$ cat src/rtl/multiple_ls_sequencer.sv
// Thumb LDM/STM/PUSH/POP sequencer: walks the register list lowest-first,
// emits one register/word-address pair per transfer cycle, then one base writeback.
module multiple_ls_sequencer #(
    parameter int ADDR_W = 32,
    parameter int LIST_W = 9
) (
    input  logic              clk,
    input  logic              rst,
    input  logic              start,
    input  logic [1:0]        ins_type,
    input  logic [LIST_W-1:0] reg_list,
    input  logic [ADDR_W-1:0] base_addr,
    input  logic [3:0]        base_reg,
    input  logic              stall,
    output logic              busy,
    output logic              multiple_pulse,
    output logic              multiple_stable,
    output logic [1:0]        multiple_vector,
    output logic              xfer_valid,
    output logic [ADDR_W-1:0] mem_addr,
    output logic [3:0]        reg_addr,
    output logic [LIST_W-1:0] list_left,
    output logic              wb_en,
    output logic [3:0]        wb_reg,
    output logic [ADDR_W-1:0] wb_data,
    output logic              done
);

    typedef enum logic [1:0] {
        ST_IDLE = 2'd0,
        ST_XFER = 2'd1,
        ST_WB   = 2'd2
    } state_t;

    state_t            state_r;
    state_t            state_next_s;
    logic [1:0]        type_r;
    logic [LIST_W-1:0] list_r;
    logic [ADDR_W-1:0] addr_r;
    logic [3:0]        base_idx_r;
    logic [ADDR_W-1:0] wb_data_r;
    logic              wb_en_r;
    logic              first_r;

    logic [3:0]        count_s;
    logic              push_s;
    logic [3:0]        base_idx_s;
    logic [ADDR_W-1:0] ofs_s;
    logic [ADDR_W-1:0] start_addr_s;
    logic [ADDR_W-1:0] wb_val_s;
    logic              in_list_s;
    logic              wb_en_val_s;
    logic [LIST_W-1:0] list_clr_s;
    logic              last_s;

    function automatic logic [3:0] popcount(input logic [LIST_W-1:0] v);
        logic [3:0] c;
        c = 4'd0;
        for (int i = 0; i < LIST_W; i++) begin
            c = c + {3'd0, v[i]};
        end
        return c;
    endfunction

    // Bit 8 names LR on stores (PUSH) and PC on loads (POP).
    function automatic logic [3:0] lowest_reg(input logic [LIST_W-1:0] v, input logic is_load);
        logic [3:0] idx;
        idx = 4'd0;
        for (int i = LIST_W - 1; i >= 0; i--) begin
            idx = v[i] ? 4'(i) : idx;
        end
        if (idx == 4'd8) begin
            idx = is_load ? 4'd15 : 4'd14;
        end else begin
            idx = idx;
        end
        return idx;
    endfunction

    // Start-of-operation arithmetic on the incoming request.
    always_comb begin
        count_s      = popcount(reg_list);
        push_s       = (ins_type == 2'b10);
        base_idx_s   = ins_type[1] ? 4'd13 : base_reg;
        ofs_s        = ADDR_W'({count_s, 2'b00});
        start_addr_s = push_s ? (base_addr - ofs_s) : base_addr;
        wb_val_s     = push_s ? (base_addr - ofs_s) : (base_addr + ofs_s);
        if (base_idx_s < 4'd8) begin
            in_list_s = reg_list[base_idx_s[2:0]];
        end else begin
            in_list_s = (base_idx_s == 4'd15) && reg_list[8] && ins_type[0];
        end
        // An LDM that reloads its own base keeps the loaded value.
        wb_en_val_s = !((ins_type == 2'b01) && in_list_s);
        list_clr_s  = list_r & (list_r - LIST_W'(1'b1));
        last_s      = (list_clr_s == {LIST_W{1'b0}});
    end

    // State register.
    always_ff @(posedge clk or posedge rst) begin
        if (rst) begin
            state_r <= ST_IDLE;
        end else begin
            state_r <= state_next_s;
        end
    end

    // Next-state logic.
    always_comb begin
        state_next_s = state_r;
        case (state_r)
            ST_IDLE: begin
                if (start) begin
                    state_next_s = (count_s != 4'd0) ? ST_XFER : ST_WB;
                end else begin
                    state_next_s = ST_IDLE;
                end
            end
            ST_XFER: begin
                if (!stall && last_s) begin
                    state_next_s = ST_WB;
                end else begin
                    state_next_s = ST_XFER;
                end
            end
            ST_WB:   state_next_s = ST_IDLE;
            default: state_next_s = ST_IDLE;
        endcase
    end

    // Operation context: latched on start, advanced on each unstalled transfer.
    always_ff @(posedge clk or posedge rst) begin
        if (rst) begin
            type_r     <= 2'd0;
            list_r     <= {LIST_W{1'b0}};
            addr_r     <= {ADDR_W{1'b0}};
            base_idx_r <= 4'd0;
            wb_data_r  <= {ADDR_W{1'b0}};
            wb_en_r    <= 1'b0;
            first_r    <= 1'b0;
        end else begin
            case (state_r)
                ST_IDLE: begin
                    if (start) begin
                        type_r     <= ins_type;
                        list_r     <= reg_list;
                        addr_r     <= start_addr_s;
                        base_idx_r <= base_idx_s;
                        wb_data_r  <= wb_val_s;
                        wb_en_r    <= wb_en_val_s;
                        first_r    <= (count_s != 4'd0);
                    end
                end
                ST_XFER: begin
                    if (!stall) begin
                        list_r  <= list_clr_s;
                        addr_r  <= addr_r + ADDR_W'(3'd4);
                        first_r <= 1'b0;
                    end
                end
                ST_WB:   first_r <= 1'b0;
                default: first_r <= 1'b0;
            endcase
        end
    end

    // Outputs decoded from registered state only, so a stall holds them.
    always_comb begin
        busy            = (state_r != ST_IDLE);
        multiple_vector = type_r;
        list_left       = list_r;
        multiple_pulse  = 1'b0;
        multiple_stable = 1'b0;
        xfer_valid      = 1'b0;
        mem_addr        = {ADDR_W{1'b0}};
        reg_addr        = 4'd0;
        wb_en           = 1'b0;
        wb_reg          = 4'd0;
        wb_data         = {ADDR_W{1'b0}};
        done            = 1'b0;
        case (state_r)
            ST_XFER: begin
                xfer_valid      = 1'b1;
                multiple_stable = 1'b1;
                multiple_pulse  = first_r;
                mem_addr        = addr_r;
                reg_addr        = lowest_reg(list_r, type_r[0]);
            end
            ST_WB: begin
                done    = 1'b1;
                wb_en   = wb_en_r;
                wb_reg  = base_idx_r;
                wb_data = wb_data_r;
            end
            ST_IDLE: done = 1'b0;
            default: done = 1'b0;
        endcase
    end

endmodule
$ cat config.mk
export PLATFORM = sky130hd
export DESIGN_NAME = multiple_ls_sequencer
export DESIGN_NICKNAME = d
export VERILOG_FILES = /design/src/rtl/multiple_ls_sequencer.sv
export SDC_FILE = /design/constraint.sdc
export NUM_CORES = 1
export LEC_CHECK = 0
export BUFFER_PORTS_ARGS = -buffer_cell sky130_fd_sc_hd__clkbuf_2
export CORE_MARGIN = 3
export CORE_UTILIZATION = 40
export CTS_CLUSTER_SIZE = 28
export DETAILED_ROUTE_END_ITERATION = 12
export SLEW_MARGIN = 10
export SYNTH_ARGS = -nofsm -noshare
export SYNTH_HDL_FRONTEND = slang
export SYNTH_SLANG_ARGS = --single-unit
$ cat constraint.sdc
create_clock -name clk -period 4.35 [get_ports clk]
set_clock_uncertainty 0.2 [all_clocks]
set_input_delay 0.2175 -clock clk [delete_from_list [all_inputs] [get_ports clk]]
set_output_delay 0.2175 -clock clk [all_outputs]
set_load 0.02 [all_outputs]
=== Word-level counts from Yosys, hierarchy flattened ===
Cells that the tools add are included.

* $add $sub $neg: 12
* Magnitude comparators: 2
* Equality and inequality tests: 8
* Mux-type cells: 38
* Bitwise gates (word level): 1
* Reductions and logical operators: 14

{| class="wikitable"
|+ Operators by type and width
! kind !! number
|-
| two-way mux 32 bit || 6
|-
| case mux 32 bit (2 select lines) || 1
|-
| two-way mux 4 bit || 13
|-
| adder 32 x 3 -> 32 bit, second input constant || 1
|-
| adder 32 x 6 -> 32 bit || 1
|-
| subtractor 32 x 6 -> 32 bit || 1
|-
| adder 4 x 1 -> 4 bit || 5
|-
| two-way mux 9 bit || 2
|-
| case mux 9 bit (2 select lines) || 1
|-
| bitwise AND 9 bit || 1
|-
| zero test 9 bit || 1
|-
| two-way mux 1 bit || 9
|-
| subtractor 9 x 1 -> 9 bit, second input constant || 1
|-
| == test 4 bit, second input constant || 2
|-
| two-way mux 2 bit || 3
|-
| < comparator 3 x 5 -> 1 bit, second input constant || 1
|-
| adder 3 x 1 -> 4 bit || 1
|-
| == test 2 x 1 -> 1 bit, second input constant || 2
|-
| == test 2 bit, second input constant || 2
|-
| logical AND 1 bit || 4
|-
| < comparator 4 bit, second input constant || 1
|-
| inequality test 2 bit, second input constant || 2
|-
| case mux 2 bit (2 select lines) || 1
|-
| AND reduction 2 bit || 2
|-
| 9 further kinds || 11
|}

* Flip-flop bits (word level): 83
* Bits of input ports: 51
* Output and inout port bits: 89
* Logic and storage cells: 83

=== Logic depth before layout (Yosys ltp) ===
Gate-level depths: netlist (run 1).

* Depth after elaboration: 12
* Gate-level depth with buffers: 17
* Mapped depth without buffers: 16

=== Worst setup path after synthesis (run 1) ===
OpenSTA, ideal clock, no wires.

* Path type: input port to flip-flop
* From: input reg_list[0]
* To: register wb_data_r[18]
* Library setup time: 133 ps
* Data arrival time: 4441 ps
* Data required time: 4017 ps
* Setup slack: -424 ps
* Cell stages on the path: 15
* Path buffers: 1
* Path through: fa_1 > inv_1 > fa_1 > fa_1 > fa_1 > fa_1 > inv_1 > fa_1 > o21ba_2 > o211ai_1 > buf_2 > nor3_1 > a31oi_1 > xor2_1 > o21ai_0

* Word-level cells in the longest chain between the ends: 10
* Elaborated cells between the ends (all ways): 11
* Those cells by class: add/sub (10); mux (1)

{| class="wikitable"
|+ RTL lines
! item !! RTL line !! text
|-
| start: declaration || 11 || <nowiki>input logic [LIST_W-1:0] reg_list,</nowiki>
|-
| adder 1 x 1 -> 2 bit * || 60 || <nowiki>c = c + {3'd0, v[i]};</nowiki>
|-
| adder 2 x 1 -> 3 bit * || 60 ||
|-
| adder 3 x 1 -> 4 bit * || 60 ||
|-
| adder 4 x 1 -> 4 bit * (5 in a row) || 60 ||
|-
| adder 32 x 6 -> 32 bit or subtractor 32 x 6 -> 32 bit (tied branches) || 87 || <nowiki>wb_val_s = push_s ? (base_addr - ofs_s) : (base_addr + ofs_s);</nowiki>
|-
| two-way mux 32 bit * || 87 ||
|-
| end signal: assignment || 138 || <nowiki>wb_data_r <= {ADDR_W{1'b0}};</nowiki>
|-
| end signal: assignment || 149 || <nowiki>wb_data_r <= wb_val_s;</nowiki>
|-
| end: declaration || 41 || <nowiki>logic [ADDR_W-1:0] wb_data_r;</nowiki>
|}

Mark *: on every way between the ends. The rest lies on a longest branch, timed or not.
A chain may end at the register's enable or synchronous reset.

=== Worst setup path in the final report (run 1) ===
* From: input reg_list[0]
* To: register addr_r[14]

* Word-level cells in the longest chain between the ends: 12

{| class="wikitable"
|+ RTL lines
! item !! RTL line !! text
|-
| adder 1 x 1 -> 2 bit || 60 ||
|-
| adder 2 x 1 -> 3 bit || 60 ||
|-
| adder 3 x 1 -> 4 bit || 60 ||
|-
| adder 4 x 1 -> 4 bit (5 in a row) || 60 ||
|-
| subtractor 32 x 6 -> 32 bit || 86 || <nowiki>start_addr_s = push_s ? (base_addr - ofs_s) : base_addr;</nowiki>
|-
| two-way mux 32 bit || 86 ||
|-
| two-way mux 32 bit || 144 || <nowiki>if (start) begin</nowiki>
|-
| case mux 32 bit (2 select lines) || 142 || <nowiki>case (state_r)</nowiki>
|-
| end signal: assignment || 136 || <nowiki>addr_r <= {ADDR_W{1'b0}};</nowiki>
|-
| end signal: assignment || 147 || <nowiki>addr_r <= start_addr_s;</nowiki>
|-
| end signal: assignment || 157 || <nowiki>addr_r <= addr_r + ADDR_W'(3'd4);</nowiki>
|-
| end: declaration || 39 || <nowiki>logic [ADDR_W-1:0] addr_r;</nowiki>
|}

Every way passes these cells. The select of a mux whose other input is x is not followed.

==> results.md, run 1 <==
* Min Clock Period, post-route at 4.48 ns
* Fmax at between 200 and 250 MHz
* Vias in the first global route at approximately 6100
* Register bit total from synthesis at 83
* WP data required at 4.40 ns
* Worst r2r src: state_r[0]
* Ports at between 100 and 150
* Synth Area in XOR/XNOR at 7.30%
* Synthesized area per cell at a little over 8 µm²
* Post-synthesis compound-gate area fraction at 19.1%
* CP startpoint: reg_list[0]
* Number of flops mapped to enable cells by yosys at 0
* Synth Instances at 789
* Maximum Capacitance Violations at 0
* Fill count at ~1400
* DRT Pass-1 Iters at 6
* Internal power at 0.00271 W
* Power per cell area at 600 nW/µm²
* Status: finished with violations
* Die area at 17400 µm²
* Asr flop ratio synth at 100%
* DR vias at 6423
* Worst Hold Class: in2reg
* Critical path fanouts, max at 8
* Initial Util at 41.4%
* Core box area at between 15000 and 20000 µm²
* Final Setup Violations at 23
* Layout cells sized above 1 at 33.1%
* Distinct cells, synth at ~70
* Clock power frac at 14.0%
* Initial antenna violation count at 1
* Count leader, synth: nand2_1
* Port Buffers at 139
* Clk sink count at 83
* Routed Antenna Nets at 0
* Worst Tran Pin Value at 1.01 ns
* DRC viols at 0
* DIE HEIGHT at 132 µm
* Crit end category: flop
* DP Wirelength at 14200 µm
* Comb pwr share at 56.7%
* # diodes at 0
* Area of the multi-input gates at 4490 µm²
* Worst setup slack after layout at -0.127 ns
* Sw frac at 47.4%
* Clk buf depth at 2
* Max-slew headroom at roughly a third
* Worst hold path depth at 3
* Die extent in x at 132 µm
* RSZ-0062 raised after global routing: yes
* Routed wire length per instance at 17.4 µm
* Startpoint types: input pin
* Seq. cell area at 2080 µm²
* Syn nets at 859
* Largest net degree at the start of global routing at 59
* HP Start: base_reg[0]
* Peak VDD IR at 261 µV
* Total grt overflow at 0
* Critical path class: in2reg
* Nets at between 1000 and 1500
* Via/cell ratio at 5.48
* Cells on worst reg2reg path at 5
* CTS tree: built
* P_sw at 0.00244 W
* Slew Limit Fails at 0
* Seq/Total Area, Yosys at 32.7%
* 1st-iter DRT viols at 684
* CP arrival at 4.53 ns
* Row cnt at 45
* Largest family of logic cells by synthesized area: simple AND/OR/NAND/NOR gates
* Worst hold slack at 0.00944 ns
* Routability cong. at roughly 0.86
* Htree depth at 3
* WL final at 20400 µm
* Worst-Skew Late Latency at 0.35 ns
* CTS Buf Count at 9
* Final hold viol count at 0
* TNS Setup at -0.847 ns
* Mux share of post-synthesis cell area at about 1%
* Post-synth top cells: nand2_1 (92), dfrtp_1 (83), and2_1 (71)
* Leak Pwr at roughly 3.9 nW
* Area growth, synth to finish at 34.9%
* Ys Warns at 0
* Synth area leader: dfrtp_1
* Post-synthesis cell area at around 6400 µm²
* Ranking of synthesized cells by area: dfrtp_1 (33%), and2_1 (7.0%), nand2_1 (5.4%)
* Global-route wire length before repair at between 30000 and 40000 µm
* Failing checks: negative setup slack
* CTS clk-pin slew, worst paths at approximately 0.060 ns
* Main synth FF type: dfrtp_1
* Post-synthesis simple-gate area fraction at 29.8%
* Root Driver: clkbuf_16
* Share of the synthesized area in the top cell type at 32.7%
* Sequential share of power at 29.2%
* All-Layer GR Usage at 22.5%
* Period Utilization, post-route at 103%
* Post-synthesis adder-cell area fraction at 4.72%
cell usage in the layout, fill, tap and decap left out, drive strengths merged, types with 5 or more instances in the layout:
| master | instances |
|---|---|
| or2 | 6 |
| a311oi | 6 |
| nor4 | 18 |
| inv | 31 |
| ha | 12 |
| a21oi | 53 |
| nand4 | 14 |
| fa | 7 |
| clkbuf | 150 |
| a21o | 5 |
| nor2 | 58 |
| nand2b | 7 |
| a211oi | 5 |
| a31oi | 16 |
| o21ai | 69 |
| and3 | 16 |
| or4 | 5 |
| xnor2 | 17 |
| or3 | 5 |
| nand3 | 15 |
| and2 | 71 |
| nor3 | 25 |
| dlygate4sd3 | 11 |
| xor2 | 36 |
| dfrtp | 83 |
| buf | 63 |
| nand2 | 93 |
path summary, 6_finish.rpt:
path                            endpoint  slack, ns
setup / recovery              addr_r[14]      -0.13
hold / removal             base_idx_r[0]      0.009
setup reg to reg              addr_r[31]       0.96
hold reg to reg            base_idx_r[3]       0.27
max in group asynchronous  wb_data_r[16]       2.57
min in group asynchronous   list_left[8]       0.39
flip-flops by register name, indices dropped and copies added, names as in the netlist:
| name | flops |
|---|---|
| addr_r | 32 |
| wb_data_r | 32 |
| list_left | 9 |
| base_idx_r | 4 |
| multiple_vector | 2 |
| state_r | 2 |
| first_r | 1 |
| wb_en_r | 1 |
metal layers:
layer	part of all wire [%]	GRT usage [%]
met1	48	34.0
met3	6.0	3.32
met5	0	0
met2	45	32.7
met4	1.8	7.64
stage by stage:
stage                     setup slack [ns]  instances  cell area, µm²  total power [W]  util [%]
after detailed placement            -0.581       1135            7530          0.00417      49.0
final                               -0.127       1173            8570          0.00515      55.8
after CTS                          -0.0892       1164            8090          0.00499      52.6
after global routing                -0.312       1173            8570          0.00555      55.8
after global placement              -0.443       1135            7530          0.00415      49.0
after floorplan                     -0.249        789            6420          0.00327         -
worst max-delay path: stages:
cell and delay, ns:
buf_6 0.10, fa_1 0.53, inv_1 0.05, fa_1 0.49
fa_1 0.43, fa_2 0.36, fa_2 0.57, inv_4 0.06
fa_2 0.36, o21ba_4 0.20, o211ai_1 0.25, buf_6 0.20
buf_6 0.15, nor2_4 0.05, xnor2_2 0.20, nor2_1 0.09
a311oi_1 0.23
final cells by class:
type | count | area share [%]
Clock buffer | 12 | 2.99
Clock inverter | 2 | 0.146
Inverter | 32 | 1.44
Multi-Input combinational cell | 621 | 52.4
Sequential cell | 83 | 24.2
Tap cell | 211 | 3.08
Timing Repair Buffer | 212 | 15.7
what timing repair did:
action                     CTS  global route
hold buffers                10             1
pin swaps                   23            58
setup buffers                7            12
gates resized for setup     35            89
hold endpoints to repair    61             1
setup endpoints to repair   43            48
cell families (layout without fill, tap and decap cells):
kind of cell    after synthesis  after routing
mux                           5              5
buf+inv                      85            258
simple gates                344            344
fa+ha+maj                    20             20
flops                        83             83
xor+xnor                     53             53
compound gates              199            199
power groups by stage:
| stage | clock network (W) | registers [W] | logic [W] |
|---|---|---|---|
| finish | 0.000723 | 0.00150 | 0.00292 |
| global route | 0.000764 | 0.00156 | 0.00323 |
| CTS | 0.000740 | 0.00150 | 0.00276 |
| detailed placement | 0 | 0.00151 | 0.00267 |
| global placement | 0 | 0.00151 | 0.00264 |
| floorplan | 0 | 0.00143 | 0.00184 |
No activity file was read; power rests on OpenSTA's default activity.
==> run 2, diff against run 1 <==
--- a/config.mk
+++ b/config.mk
@@ -5,11 +5,13 @@
 export SDC_FILE = /design/constraint.sdc
 export NUM_CORES = 1
 export LEC_CHECK = 0
+export ABC_AREA = 1
 export BUFFER_PORTS_ARGS = -buffer_cell sky130_fd_sc_hd__clkbuf_2
 export CORE_MARGIN = 3
 export CORE_UTILIZATION = 40
 export CTS_CLUSTER_SIZE = 28
 export DETAILED_ROUTE_END_ITERATION = 12
+export SKIP_CTS_REPAIR_TIMING = 1
 export SLEW_MARGIN = 10
 export SYNTH_ARGS = -nofsm -noshare
 export SYNTH_HDL_FRONTEND = slang
==> run 2 against run 1 <==
The flow now finishes without violations. Combinational power increased by 15%. Cell count increased by 41%. Worst setup slack improved by 0.18 ns. First-iteration DRC count decreased by 9.6%. Via count increased by 36%. Non-clock buffer count decreased by 2. Fmax increased by 4.1%. Largest cell class unchanged. Highest routed layer unchanged.
==> results.md, run 2 <==
* Nets at 1495 (was 1029)
* Synth area leader: dfrtp_1 (unchanged)
* Vias in the first global route at 7898 (was 6099)
* DIE HEIGHT at 144 µm (was 132 µm)
* Final Setup Violations at 0 (was 23)
* Status: completed (was finished with violations)
* Slew Limit Fails at 0 (unchanged)
* CTS clk-pin slew, worst paths at 0.07 ns (was 0.06 ns)
* Maximum Capacitance Violations at 0 (unchanged)
* Worst hold slack at 0.00157 ns (was 0.00944 ns)
* Initial antenna violation count at 0 (was 1)
* Routability cong. at 0.942 (was 0.857)
* All-Layer GR Usage at 25.9% (was 22.5%)
* Number of flops mapped to enable cells by yosys at 0 (unchanged)
* Min Clock Period, post-route at 4.30 ns (was 4.48 ns)
* Worst Tran Pin Value at 0.952 ns (was 1.01 ns)
* WP data required at 4.44 ns (was 4.40 ns)
* Startpoint types: input pin (unchanged)
* Die area at 20700 µm² (was 17400 µm²)
* Clock power frac at 15.6% (was 14.0%)
* Ports at 140 (unchanged)
* Seq/Total Area, Yosys at 27.3% (was 32.7%)
* DR vias at 8706 (was 6423)
* Register bit total from synthesis at 83 (unchanged)
* Critical path fanouts, max at 3 (was 8)
* Max-slew headroom at 36.4% (was 32.5%)
* P_sw at 0.00291 W (was 0.00244 W)
* Worst-Skew Late Latency at 0.37 ns (was 0.35 ns)
* Total grt overflow at 0 (unchanged)
* Commonest cells after routing, fill and taps aside: nand2_1 (330), nor2_1 (195), inv_1 (165) (was clkbuf_2 (138), nand2_1 (90), dfrtp_1 (83))
* Critical path class: in2reg (unchanged)
* Clk sink count at 83 (unchanged)
* DP Wirelength at 20600 µm (was 14200 µm)
* Count leader, synth: nand2_1 (unchanged)
* Comb pwr share at 58.9% (was 56.7%)
* Main synth FF type: dfrtp_1 (unchanged)
* Internal power at 0.00280 W (was 0.00271 W)
* Met1 usage at 35.5% (was 34.0%)
* Crit end category: flop (unchanged)
* TNS Setup at 0 ns (was -0.847 ns)
* Post-synthesis cell area at 7620 µm² (was 6360 µm²)
* DRT Pass-1 Iters at 7 (was 6)
* Synthesized area per cell at 6.07 µm² (was 8.06 µm²)
* Worst Hold Class: in2reg (unchanged)
* Core box area at 18300 µm² (was 15400 µm²)
* Power per cell area at 605 nW/µm² (was 600 nW/µm²)
* Via/cell ratio at 5.25 (was 5.48)
* Ys Warns at 0 (unchanged)
* Period Utilization, post-route at 98.8% (was 103%)
* Initial Util at 41.5% (was 41.4%)
* CP arrival at 4.39 ns (was 4.53 ns)
* Ranking of synthesized cells by area: dfrtp_1 (27%), nand2_1 (17%), nor2_1 (9.8%) (was dfrtp_1 (33%), and2_1 (7.0%), nand2_1 (5.4%))
* Met2 global-route usage at 42.2% (was 32.7%)
* Routed Antenna Nets at 0 (unchanged)
* Distinct cells, synth at 46 (was 69)
* Row cnt at 49 (was 45)
* Clk buf depth at 2 (unchanged)
* Die extent in x at 144 µm (was 132 µm)
* Peak VDD IR at 330 µV (was 261 µV)
* Fmax at 233 MHz (was 223 MHz)
* Leak Pwr at 4.88 nW (was 3.89 nW)
* Largest net degree at the start of global routing at 58 (was 59)
* CTS Buf Count at 9 (unchanged)
* Syn nets at 1325 (was 859)
* Root Driver: clkbuf_16 (unchanged)
* Met3 usage at 2.88% (was 3.32%)
* Asr flop ratio synth at 100% (unchanged)
* Area growth, synth to finish at 24.0% (was 34.9%)
* CTS tree: built (unchanged)
* Final hold viol count at 0 (unchanged)
* Htree depth at 3 (unchanged)
* # diodes at 0 (unchanged)
* RSZ-0062 raised after global routing: yes (unchanged)
* Routed wire length per instance at 16.4 µm (was 17.4 µm)
* GRT busiest layer: met2 (was met1)
* Share of the synthesized area in the top cell type at 27.3% (was 32.7%)
* Most common cell after layout, fill and taps aside: nand2_1 (was clkbuf_2)
* Port Buffers at 139 (unchanged)
* Layout cells sized above 1 at 22.4% (was 33.1%)
* 1st-iter DRT viols at 618 (was 684)
* Sw frac at 51.0% (was 47.4%)
* Sequential share of power at 25.5% (was 29.2%)
* DRC viols at 0 (unchanged)
* WL final at 27300 µm (was 20400 µm)
* Synth Instances at 1255 (was 789)
* Global-route wire length before repair at 41800 µm (was 32200 µm)
* Post-synth top cells: nand2_1 (350), nor2_1 (199), inv_1 (172) (was nand2_1 (92), dfrtp_1 (83), and2_1 (71))
## run 2: cell count changes after synthesis, moves of 17 or more
cell / delta
nand2_1: +258
nor2_1: +141
inv_1: +140
and2_1: -71
nand3_1: +60
clkbuf_1: -28
xnor2_1: -17
## run 2: cell families (layout without fill, tap and decap cells)
family                   count (synthesis)  after routing  share of synthesized area [%]
buffers and inverters                  232            407                           12.7
XOR/XNOR                                23             23                           2.64
flip-flops                              83             83                           27.3
adder cells (fa/ha/maj)                 19             19                           3.81
AND/OR/NAND/NOR                        715            715                           40.1
AO/OA/AOI/OAI                          183            183                           13.5
## run 2: final timing paths
| path | start | to | slack [ns] | cells past startpoint |
|---|---|---|---|---|
| setup / recovery | reg_list[0] | wb_data_r[18] | 0.05 | 21 |
| hold / removal | ins_type[1] | multiple_vector[1] | 0.002 | 3 |
| setup reg to reg | state_r[0] | addr_r[24] | 1.30 | 10 |
| hold reg to reg | base_idx_r[3] | base_idx_r[3] | 0.29 | 2 |
| max in group asynchronous | rst | wb_data_r[8] | 2.57 | 4 |
| min in group asynchronous | rst | list_left[6] | 0.33 | 3 |
## run 2: layout make-up
cell class	instances	area (µm²)
clock inverters	7	98.8
fillers	1980	8890
well taps	229	287
clock buffers	9	225
flip-flops and latches	83	2080
inverters	181	683
multi-input cells	940	4800
repair buffers	210	1270
## run 2: critical path: stages
cell	delay (ns)
buf_6	0.10
fa_1	0.54
inv_1	0.05
fa_1	0.50
fa_1	0.43
fa_2	0.37
fa_2	0.56
inv_2	0.06
buf_4	0.13
fa_2	0.35
nand2_1	0.09
inv_2	0.05
nand2_1	0.06
nand3_2	0.10
nand2_4	0.10
buf_4	0.12
nor2_1	0.05
xor2_1	0.14
o21ai_1	0.20
nand2_1	0.08
o21ai_1	0.10
## run 2: layer usage
layer	up-vias	routed length, µm
met2	316	12700
met3	47	1590
met4	0	715
met1	4023	12300
met5	-	0
li1	4320	-
## run 2: power by group through the flow
stage | clock network [W] | registers, W | logic (W)
6_report | 0.000891 | 0.00146 | 0.00336
5_1_grt | 0.000935 | 0.00151 | 0.00376
4_1_cts | 0.000902 | 0.00145 | 0.00322
3_5_place_dp | 0 | 0.00146 | 0.00321
3_3_place_gp | 0 | 0.00146 | 0.00317
2_1_floorplan | 0 | 0.00144 | 0.00224
## run 2: metrics by stage
step                utilization, %  total power (W)  area (µm²)  std cells  setup slack (ns)
floorplan                        -          0.00367        7620       1255           0.00363
global placement              47.8          0.00463        8760       1632            -0.509
detailed placement            47.8          0.00467        8760       1632            -0.516
CTS                           49.6          0.00557        9090       1648            -0.169
global route                  51.5          0.00621        9440       1659           -0.0990
finish                        51.5          0.00571        9440       1659            0.0509
==> run 3, diff against run 2 <==
--- a/config.mk
+++ b/config.mk
@@ -11,6 +11,7 @@
 export CORE_UTILIZATION = 40
 export CTS_CLUSTER_SIZE = 28
 export DETAILED_ROUTE_END_ITERATION = 12
+export MAX_ROUTING_LAYER = met4
 export SKIP_CTS_REPAIR_TIMING = 1
 export SLEW_MARGIN = 10
 export SYNTH_ARGS = -nofsm -noshare
==> run 3 against run 2 <==
The flow now finishes with violations (negative hold slack). Cell count about the same. Die area is the same. Final area decreased by 0.24%. Combinational power about the same. Clock power decreased by 6.8%. Sequential share of layout area increased by 0.053 points. Sequential power is essentially flat. Clock-buffer cell count up 1. Register-to-register slack about the same. Power decreased by 1.1%. Critical path type unchanged. Highest routed layer unchanged.
==> results.md, run 3 (same netlist as run 2, synthesis figures left out) <==
* Crit end category: flop (unchanged)
* Power per cell area at 600 nW/µm² (was 605 nW/µm²)
* WL final at 27200 µm (was 27300 µm)
* Htree depth at 3 (unchanged)
* Failing checks: negative hold slack
* Reg-to-reg endpoint: addr_r[24] (unchanged)
* P_sw at 0.00291 W (about the same)
* Crit path largest cell delay at 0.55 ns (was 0.56 ns)
* Fill count at 1956 (was 1980)
* Initial antenna violation count at 1 (was 0)
* Status: finished with violations (was completed)
* Initial Util at 41.5% (unchanged)
* R2r setup slk at 1.31 ns (was 1.30 ns)
* Buf+Inv Stages, Crit Path at 5 (was 6)
* Sw frac at 51.5% (was 51.0%)
* WP depth at 22 (was 21)
* Hold EP: base_idx_r[3] (was multiple_vector[1])
* Root Driver: clkbuf_16 (unchanged)
* Leak Pwr at 4.85 nW (was 4.88 nW)
* Peak VDD IR at 391 µV (was 330 µV)
* RSZ-0062 raised after global routing: yes (unchanged)
* Via/cell ratio at 5.26 (was 5.25)
* Cells on worst reg2reg path at 10 (unchanged)
* Area growth, synth to finish at 23.7% (was 24.0%)
* Nets at 1493 (was 1495)
* Final Setup Violations at 0 (unchanged)
* Critical path class: in2reg (unchanged)
* Internal power at 0.00274 W (was 0.00280 W)
* Top cell by count, worst path: fa_1
* Period Utilization, post-route at 99.4% (was 98.8%)
* Ports at 140 (unchanged)
* DR vias at 8723 (was 8706)
* All-Layer GR Usage at 26.6% (was 25.9%)
* Max-slew headroom at 30.3% (was 36.4%)
* Worst-Skew Late Latency at 0.36 ns (was 0.37 ns)
* Final hold viol count at 1 (was 0)
* Routability cong. at 0.962 (was 0.942)
* Worst Hold Class: in2reg (unchanged)
* Commonest cells after routing, fill and taps aside: nand2_1 (324), nor2_1 (194), inv_1 (165) (was nand2_1 (330), nor2_1 (195), inv_1 (165))
* DRT Pass-1 Iters at 6 (was 7)
* Min Clock Period, post-route at 4.33 ns (was 4.30 ns)
* Vias in the first global route at 7898 (unchanged)
* Total grt overflow at 0 (unchanged)
* Critical path fanouts, max at 6 (was 3)
* Worst r2r src: state_r[0] (unchanged)
* Clk buf depth at 2 (unchanged)
* CP arrival at 4.33 ns (was 4.39 ns)
* Fmax at 231 MHz (was 233 MHz)
* Comb pwr share at 59.5% (was 58.9%)
* CTS Buf Count at 9 (unchanged)
* Port Buffers at 139 (unchanged)
* CTS tree: built (unchanged)
* Routed wire length per instance at 16.4 µm (about the same)
* Worst Tran Pin Value at 1.04 ns (was 0.952 ns)
* TNS Setup at 0 ns (unchanged)
* Most common cell after layout, fill and taps aside: nand2_1 (unchanged)
* Worst path top cell family by delay: adder cells (unchanged)
* Worst hold slack at -0.0120 ns (was 0.00157 ns)
* Largest net degree at the start of global routing at 58 (unchanged)
* Layout cells sized above 1 at 23.0% (was 22.4%)
* DP Wirelength at 20600 µm (about the same)
* Worst hold path depth at 3 (unchanged)
* CTS clk-pin slew, worst paths at 0.07 ns (about the same)
* Crit-path cells: buf_6 > fa_1 > inv_1 > fa_1 > fa_1 > fa_2 > fa_2 > xor2_2 > inv_2 > ha_4 > inv_4 > nand2_2 > nand2_1 > nand2_2 > nand2_4 > buf_12 > nor2_4 > nand2_1 > nand3_2 > o211ai_1 > o211ai_2 > o21ai_1 (was buf_6 > fa_1 > inv_1 > fa_1 > fa_1 > fa_2 > fa_2 > inv_2 > buf_4 > fa_2 > nand2_1 > inv_2 > nand2_1 > nand3_2 > nand2_4 > buf_4 > nor2_1 > xor2_1 > o21ai_1 > nand2_1 > o21ai_1)
* Slew Limit Fails at 0 (unchanged)
* Design Power at 0.00565 W (was 0.00571 W)
* Die area at 20700 µm² (unchanged)
* Seq. cell area at 2080 µm² (unchanged)
* 1st-iter DRT viols at 647 (was 618)
* Row cnt at 49 (unchanged)
* WP data required at 4.36 ns (was 4.44 ns)
* Clock power frac at 14.7% (was 15.6%)
* Sequential share of power at 25.8% (was 25.5%)
* Area of the multi-input gates at 4810 µm² (was 4800 µm²)
* Maximum Capacitance Violations at 0 (unchanged)
* Die extent in x at 144 µm (unchanged)
* Global-route wire length before repair at 41800 µm (about the same)
* DRC viols at 0 (unchanged)
* Core box area at 18300 µm² (unchanged)
* DIE HEIGHT at 144 µm (unchanged)
* Startpoint types: input pin (unchanged)
* Slowest library cell on the worst path: fa_1 (was fa_2)
* Clk sink count at 83 (unchanged)
* HP Start: base_reg[3] (was ins_type[1])
* Routed Antenna Nets at 0 (unchanged)
[run 3: worst max path at each step]
stage	endpoint	from	slack, ns
after floorplan	wb_data_r[20]	reg_list[0]	0.004
after global routing	wb_data_r[19]	reg_list[0]	-0.11
after global placement	wb_data_r[18]	reg_list[0]	-0.51
after detailed placement	wb_data_r[18]	reg_list[0]	-0.53
final	addr_r[10]	reg_list[0]	0.02
after CTS	wb_data_r[18]	reg_list[0]	-0.18
[run 3: per-layer routing]
layer / global-route usage (%) / share of wire (%) / up-vias / routed length, µm
li1: - / - / 4316 / -
met1: 35.3 / 45 / 4081 / 12300
met2: 42.0 / 47 / 286 / 12800
met3: 4.03 / 5.5 / 40 / 1490
met4: 8.18 / 2.2 / 0 / 601
met5: - / 0 / - / 0
[run 3: worst register-to-register path, delay by kind of cell (launching register included)]
| family | cells | cell delay [ns] |
|---|---|---|
| AO/OA/AOI/OAI | 4 | 0.55 |
| flip-flops | 1 | 0.48 |
| buffers and inverters | 3 | 1.18 |
| AND/OR/NAND/NOR | 3 | 0.52 |
[run 3: stage by stage]
stage	hold slack (ns)	cell area, µm²	utilization, %	setup WS [ns]	cells
floorplan	0.127	7620	-	0.00363	1255
global placement	0.175	8760	47.8	-0.507	1632
detailed placement	0.175	8760	47.8	-0.531	1632
CTS	-0.212	9070	49.5	-0.185	1648
global route	0.0172	9420	51.4	-0.108	1658
finish	-0.0120	9420	51.4	0.0246	1658
[run 3: power groups by stage]
stage                     Clock [W]  Sequential, W  Combinational (W)
after floorplan                   0        0.00144            0.00224
after global placement            0        0.00146            0.00318
after detailed placement          0        0.00147            0.00321
after CTS                  0.000838        0.00146            0.00322
after global routing       0.000868        0.00151            0.00374
final                      0.000830        0.00146            0.00336
[run 3: final cells by class]
class                           instances  share of cell area [%]
Timing Repair Buffer                  208                    13.3
Tap cell                              229                    3.04
Antenna cell                            1                  0.0266
Clock buffer                           10                    2.43
Clock inverter                          6                   0.784
Sequential cell                        83                    22.0
Multi-Input combinational cell        940                    51.1
Inverter                              181                    7.25
